**src/rtl/serial_sum_deser_pkg.sv**
```systemverilog
// serial_sum_deser_pkg
//   Shared definitions for the serial-sum deserializer slice:
//   - state_t       : deserializer state (IDLE, SHIFT, HOLD)
//   - DEFAULT_WIDTH : default word length in bits
`timescale 1ns/1ps

package serial_sum_deser_pkg;

  localparam int DEFAULT_WIDTH = 8;

  // IDLE  : no partial word held
  // SHIFT : 1..WIDTH-1 bits collected
  // HOLD  : full word presented downstream
  typedef enum logic [1:0] {
    IDLE  = 2'd0,
    SHIFT = 2'd1,
    HOLD  = 2'd2
  } state_t;

endpackage

```
**src/rtl/serial_sum_deser_bit_counter.sv**
```systemverilog
// serial_bit_counter
//   Bit index counter for the deserializer. Counts 0..WIDTH-1 and flags the
//   terminal count so the parent knows the current beat completes the word.
// Ports:
//   clk, rst_n  : clock, asynchronous active-low reset
//   clear       : load zero
//   inc         : increment (clear+inc together loads one)
//   count       : current bit index
//   terminal    : count == WIDTH-1
`timescale 1ns/1ps

import serial_sum_deser_pkg::*;

module serial_bit_counter #(
  parameter int WIDTH = DEFAULT_WIDTH
) (
  input  logic                     clk,
  input  logic                     rst_n,
  input  logic                     clear,
  input  logic                     inc,
  output logic [$clog2(WIDTH)-1:0] count,
  output logic                     terminal
);

  localparam int CW = $clog2(WIDTH);

  // clear+inc means "this beat is bit 0, next index is 1"
  always_ff @(posedge clk or negedge rst_n) begin
    if (!rst_n) begin
      count <= '0;
    end else if (clear && inc) begin
      count <= CW'(1);
    end else if (clear) begin
      count <= '0;
    end else if (inc) begin
      count <= count + CW'(1);
    end
  end

  assign terminal = (count == CW'(WIDTH - 1));

endmodule

```
**src/rtl/serial_sum_deser.sv**
```systemverilog
// serial_sum_deser
//   Collects the LSB-first sum bits of a bit-serial adder into parallel
//   words with a valid/ready handshake on both sides.
// Ports:
//   clk, rst_n          : clock, asynchronous active-low reset
//   in_valid/in_ready   : serial beat handshake
//   in_first            : beat is bit 0 of a new word
//   in_sum              : serial sum bit
//   in_cout             : adder carry-out, sampled with the last bit
//   out_valid/out_ready : word handshake
//   out_data            : assembled word (bit i = i-th beat)
//   out_carry           : carry captured with the last bit
//   frame_err           : one-cycle pulse on a framing violation
`timescale 1ns/1ps

import serial_sum_deser_pkg::*;

module serial_sum_deser #(
  parameter int WIDTH = DEFAULT_WIDTH
) (
  input  logic             clk,
  input  logic             rst_n,
  input  logic             in_valid,
  input  logic             in_first,
  input  logic             in_sum,
  input  logic             in_cout,
  output logic             in_ready,
  output logic             out_valid,
  output logic [WIDTH-1:0] out_data,
  output logic             out_carry,
  input  logic             out_ready,
  output logic             frame_err
);

  state_t                     state;
  logic [$clog2(WIDTH)-1:0]   bit_cnt;
  logic                       bit_last;
  logic                       cnt_clear;
  logic                       cnt_inc;
  logic                       accept;
  logic [WIDTH-1:0]           bit0_word;

  serial_bit_counter #(.WIDTH(WIDTH)) u_bit_counter (
    .clk      (clk),
    .rst_n    (rst_n),
    .clear    (cnt_clear),
    .inc      (cnt_inc),
    .count    (bit_cnt),
    .terminal (bit_last)
  );

  // A presented word blocks new beats unless it is being consumed this
  // same cycle, which lets words stream back-to-back.
  assign in_ready  = (state != HOLD) || out_ready;
  assign accept    = in_valid && in_ready;
  // Bit-0 store also clears the upper bits so no stale data survives.
  assign bit0_word = {{(WIDTH-1){1'b0}}, in_sum};

  // Counter control: any first beat restarts at index 1; the last bit
  // returns the counter to zero so it never passes WIDTH-1.
  always_comb begin
    cnt_clear = 1'b0;
    cnt_inc   = 1'b0;
    if (accept) begin
      if (in_first) begin
        cnt_clear = 1'b1;
        cnt_inc   = 1'b1;
      end else if (state == SHIFT) begin
        if (bit_last) cnt_clear = 1'b1;
        else          cnt_inc   = 1'b1;
      end
    end
  end

  always_ff @(posedge clk or negedge rst_n) begin
    if (!rst_n) begin
      state     <= IDLE;
      out_valid <= 1'b0;
      out_data  <= '0;
      out_carry <= 1'b0;
      frame_err <= 1'b0;
    end else begin
      frame_err <= 1'b0;
      case (state)
        IDLE: begin
          if (accept) begin
            if (in_first) begin
              out_data <= bit0_word;
              state    <= SHIFT;
            end else begin
              frame_err <= 1'b1;
            end
          end
        end
        SHIFT: begin
          if (accept) begin
            if (in_first) begin
              // Abort the partial word and restart with this beat.
              frame_err <= 1'b1;
              out_data  <= bit0_word;
            end else begin
              out_data[bit_cnt] <= in_sum;
              if (bit_last) begin
                state     <= HOLD;
                out_valid <= 1'b1;
                out_carry <= in_cout;
              end
            end
          end
        end
        HOLD: begin
          if (out_ready) begin
            out_valid <= 1'b0;
            state     <= IDLE;
            // in_ready is high here, so any valid beat is accepted.
            if (in_valid) begin
              if (in_first) begin
                out_data <= bit0_word;
                state    <= SHIFT;
              end else begin
                frame_err <= 1'b1;
              end
            end
          end
        end
        default: begin
          state     <= IDLE;
          out_valid <= 1'b0;
        end
      endcase
    end
  end

endmodule

```
**config.mk**
```make
export PLATFORM = sky130hd
export DESIGN_NAME = serial_sum_deser
export DESIGN_NICKNAME = d
export VERILOG_FILES = /design/src/rtl/serial_sum_deser_pkg.sv /design/src/rtl/serial_sum_deser_bit_counter.sv /design/src/rtl/serial_sum_deser.sv
export SDC_FILE = /design/constraint.sdc
export NUM_CORES = 1
export LEC_CHECK = 0
export CAP_MARGIN = 5
export CORE_AREA = 2 2 47 49
export CTS_CLUSTER_DIAMETER = 200
export DETAILED_ROUTE_END_ITERATION = 8
export DIE_AREA = 0 0 49 51
export PLACE_DENSITY_LB_ADDON = 0.3
export SKIP_CTS_REPAIR_TIMING = 1
export SLEW_MARGIN = 20
export SYNTH_ARGS = -nofsm -noshare
export SYNTH_HDL_FRONTEND = slang
export SYNTH_SLANG_ARGS = --single-unit
```
**constraint.sdc**
```tcl
create_clock -name clk -period 4.4 [get_ports clk]
set_clock_uncertainty 0.15 [all_clocks]
set_input_delay 0.66 -clock clk [delete_from_list [all_inputs] [get_ports clk]]
set_output_delay 0.66 -clock clk [all_outputs]
set_load 0.01 [all_outputs]
```
# After elaboration in Yosys (flattened, before gate mapping)

Index checks and enable logic that the tools add are counted.
Widths: inputs -> output; s select.

Magnitude comparators: 2
Bitwise gates (word level): 2
Eq/ne operators: 11
Mux-type cells: 42
Add/sub/neg operators: 1
Reductions and logical operators: 11

Operators with widths:

| cell                | count |
|---|---|
| $mux 8              | 6 |
| $pmux 8 s3          | 1 |
| $mux 1              | 21 |
| $ne 2x2->1 const B  | 8 |
| $mux 2              | 6 |
| $reduce_and 5->1    | 2 |
| $mux 3              | 3 |
| $bwmux 8            | 1 |
| $pmux 1 s3          | 2 |
| $pmux 2 s3          | 1 |
| $reduce_and 6->1    | 1 |
| $reduce_bool 3->1   | 2 |
| $lt 3x4->1 const B  | 1 |
| $reduce_and 4->1    | 1 |
| $add 3x1->3 const B | 1 |
| $demux 1 s3         | 1 |
| $eq 3x3->1 const B  | 1 |
| $ge 3x1->1 const B  | 1 |
| $logic_and 1x1->1   | 3 |
| $eq 2x1->1 const B  | 1 |
| $eq 2x2->1 const B  | 1 |
| $logic_not 2->1     | 1 |
| $not 1->1           | 2 |
| $logic_or 1x1->1    | 1 |

Flip-flop bits (word level): 16
Word-level logic and storage cells: 75

# Depth between registers and ports, before layout

Word-level depth: 8
Gate-level depth with buffers: 7

# Hierarchy

Synthesis repeated with hierarchy kept, for this count alone.

Cell total of the unflattened synthesis: 105
Area total of the unflattened synthesis: 988.4 sq um

By module, submodules not included:

| module             | sequential area each (sq um) | instances | cells an instance | area each (sq um) |
|---|---|---|---|---|
| serial_sum_deser   | 325.3                        | 1         | 94                | 845.8 |
| serial_bit_counter | 75.1                         | 1         | 11                | 142.6 |

# Worst setup path before layout

OpenSTA, ideal clock, no wires.

Path type: in2reg
Start: input in_first
End: register out_data[1]
Stages: 7
Setup time: 0.128 ns
Setup slack: 2.670 ns
Arrival time: 1.452 ns
Cells stage by stage: clkbuf_8 -> inv_1 -> ha_1 -> inv_1 -> a21oi_1 -> o21ai_0 -> o31ai_1

Word-level cells in the longest chain between the ends: 4
Elaborated cells on any way between the ends: 7
Those cells by class: mux: 7

RTL lines:

| what                            | RTL line                | source |
|---|---|---|
| from (decl)                     | serial_sum_deser.sv:24  | `input logic in_first,` |
| $mux 8 (3 in a row)             | --                      |  |
| $pmux 8 s3 *                    | serial_sum_deser.sv:84  | `case (state)` |
| to (signal assigned)            | serial_sum_deser.sv:88  | `out_data <= bit0_word;` |
| to (signal assigned)            | serial_sum_deser.sv:100 | `out_data <= bit0_word;` |
| to (signal, indexed assignment) | serial_sum_deser.sv:102 | `out_data[bit_cnt] <= in_sum;` |
| to (decl)                       | serial_sum_deser.sv:29  | `output logic [WIDTH-1:0] out_data,` |

Mark *: on every way between the ends. The rest lies on a longest branch, timed or not. The select of a mux whose other input is x is not followed.
A chain may end at the register's enable or synchronous reset.

# Final worst setup path

Start: input out_ready
End: output in_ready

Word-level cells in the longest chain between the ends: 1

RTL lines:

| what             | RTL line               | source |
|---|---|---|
| from (decl)      | serial_sum_deser.sv:31 | `input logic out_ready,` |
| $logic_or 1x1->1 | serial_sum_deser.sv:54 | `assign in_ready = (state != HOLD) \|\| out_ready;` |
| to (decl)        | serial_sum_deser.sv:27 | `output logic in_ready,` |

No other way between the ends.

==> metrics.txt <==
Lkg Pwr 0.517 nW; worst rel slew slack between 50% and 60%; startpoint types input pin; clock-pin slew on the worst setup and hold paths around 0.09 ns; CTS H-tree lvls 1; worst-path maximum fanout 7; Pre-Repair DR Iteration Count 4; Die Y 51 um; via count a little over 800; DRC errors left 0; Placer Congestion 0.806; Max Clock Freq about 360 MHz; vias per cell around 5.5; Synthesized Nets between 100 and 150; ys async rst share between 90% and 100%; Post-DP HPWL 1.47 mm; worst path cell trace clkdlybuf4s50_1 -> nor2_8 -> nand2_1 -> clkdlybuf4s50_1; setup_tns 0 ns; Post-DP Area ~1200 um^2; MaxCap Viol Count 0; Boundary Pins 19; Crit-path slowest cell clkdlybuf4s50_1; die width between 40 and 50 um; syn_area_per_cell roughly 9.5 um^2; Fill cells approximately 190; main flop type after synthesis dfrtp_1; area delta synth->final 16.5%; CORE AREA 2060 um^2; largest net degree at the start of global routing 17; first-pass GRT wire length 3.46 mm; wire per inst between 10 and 15 um; Critical Path Sink Type output port; worst skew pair latency 0.28 ns; Congestion Overflow GR 0; Worst path max stage delay between 0.6 and 0.7 ns; clock sink count 16; GR Util All Layers 17.7%; CTS Root Cell clkbuf_4; count leader, synth o21ai_0; layout cells sized above 1 12.3%; Post-synth EDFFs 0; Worst-Margin Slew between 0.7 and 0.8 ns; number of port buffers 18; design area 1180 um^2; antenna viol nets, final 0; Synth cell types 33; min-delay worst type reg -> reg; period utilization between 60% and 70%; CTS tree built; VDD IR max 0.337 mV; initial DRC count 13; PwrDens just under 500 nW/um^2; final WL about 1.9 mm; Seq/Total Area, Yosys 39.4%; initial antenna violation count 0; RSZ-0062 raised after global routing false; Post-Synthesis Cell Area approximately 1000 um^2; Bufs on Longest Clock Path 2; Nets roughly 140; Worst Path Required about 3.6 ns; critical setup path kind in -> out; Tmin final about 2.8 ns; # diodes 0; status finished clean; Slew Limit Fails 0; vias in the first global route about 820; CTS Buf Count 3; Synth area leader dfrtp_1; CP most frequent cell clkdlybuf4s50_1; num rows 17; Hold Fails Final Rpt 0; Gate Count Post-Synth approximately 110; top cells by count, synth o21ai_0 (17), dfrtp_1 (16), nand2_1 (8); #FFs+latches synth 16; initial core utilization between 40% and 50%; Synth area leaders dfrtp_1 (39%), o21ai_0 (8.4%), clkbuf_8 (5.4%), ha_1 (4.9%), nand2_1 (3.0%); arrival time worst endpoint a little under 2 ns; Setup-failing EPs final 0; die area 2500 um^2; yosys warns 0; Synth top area share between 30% and 40%
-- sequential cells by signal (all words and copies together), names as in the netlist --
register,count
frame_err,1
out_carry,1
out_data,8
out_valid,1
state,2
u_bit_counter.count,3
-- worst max-delay path: cells and delay by family --
kind,cells,cell delay [ns]
buffers and inverters,2,1.15
AND/OR/NAND/NOR,2,0.17
-- placed cells by master, fill, tap and decap left out, drive strengths merged, types with 2 or more instances in the layout --
| cell | n |
|---|---|
| nand3 | 4 |
| clkbuf | 3 |
| and2b | 2 |
| clkdlybuf4s50 | 18 |
| nand2 | 8 |
| a31oi | 3 |
| and2 | 2 |
| o21ai | 20 |
| a21oi | 5 |
| nand2b | 2 |
| mux2 | 2 |
| inv | 6 |
| ha | 4 |
| dfrtp | 16 |
| o31ai | 2 |
| o21a | 4 |
| or2b | 2 |
| a22o | 2 |
| nor2 | 8 |
-- per-stage QoR --
| step | utilization (%) | cells | hold slack (ns) | setup WS, ns | total power [mW] |
|---|---|---|---|---|---|
| floorplan | - | 107 | 0.214 | 2.67 | 0.447 |
| global placement | 56.3 | 147 | 0.337 | 1.63 | 0.488 |
| detailed placement | 56.3 | 147 | 0.344 | 1.60 | 0.497 |
| CTS | 57.4 | 150 | 0.369 | 1.59 | 0.575 |
| global route | 57.4 | 150 | 0.400 | 1.56 | 0.624 |
| finish | 57.4 | 150 | 0.362 | 1.60 | 0.569 |
-- where the power goes --
part | leakage, nW | switching, mW | total (mW) | internal [mW]
Sequential | 0.211 | 0.0695 | 0.252 | 0.183
Clock | 0.0138 | 0.0456 | 0.0774 | 0.0318
Combinational | 0.292 | 0.111 | 0.239 | 0.128
-- cell type report --
cell class                 count  area [um^2]  area share, %
sequential                    16          400           33.8
tap                           28         35.0           2.96
multi-input combinational     79          523           44.2
clock buffer                   3         22.5           1.90
inverter                       6         22.5           1.90
timing repair buffer          18          180           15.2
-- worst paths after layout --
path / from / end / slack [ns] / cells past startpoint
worst max-delay path: out_ready / in_ready / 1.60 / 4
worst min-delay path: out_valid$_DFFE_PN0P_ / out_valid$_DFFE_PN0P_ / 0.36 / 2
worst max register to register: u_bit_counter.count[0]$_DFFE_PN0P_ / state[0]$_DFFE_PN0P_ / 2.37 / 5
min in group asynchronous: rst_n / out_data[0]$_DFFE_PN0P_ / 0.65 / 1
max in group asynchronous: rst_n / out_carry$_DFFE_PN0P_ / 2.99 / 1
worst min register to register: out_valid$_DFFE_PN0P_ / out_valid$_DFFE_PN0P_ / 0.36 / 2
-- routing by layer --
layer	vias up	track usage, %	part of all wire, %	wire length, um
met5	-	0	0	0
met3	4	1.75	2.4	46
met1	391	21.0	45	876
li1	411	-	-	-
met2	17	32.9	50	974
met4	0	7.14	1.8	34
-- logic make-up (layout without fill, tap and decap cells) --
family,Yosys count,in the layout,share of synthesized area [%]
multiplexers,2,2,2.22
adder cells (fa/ha/maj),4,4,4.93
AND/OR/NAND/NOR,33,33,20.1
flip-flops,16,16,39.4
AO/OA/AOI/OAI,40,40,24.3
buffers and inverters,12,27,9.11
(Power assumes the default switching activity.)
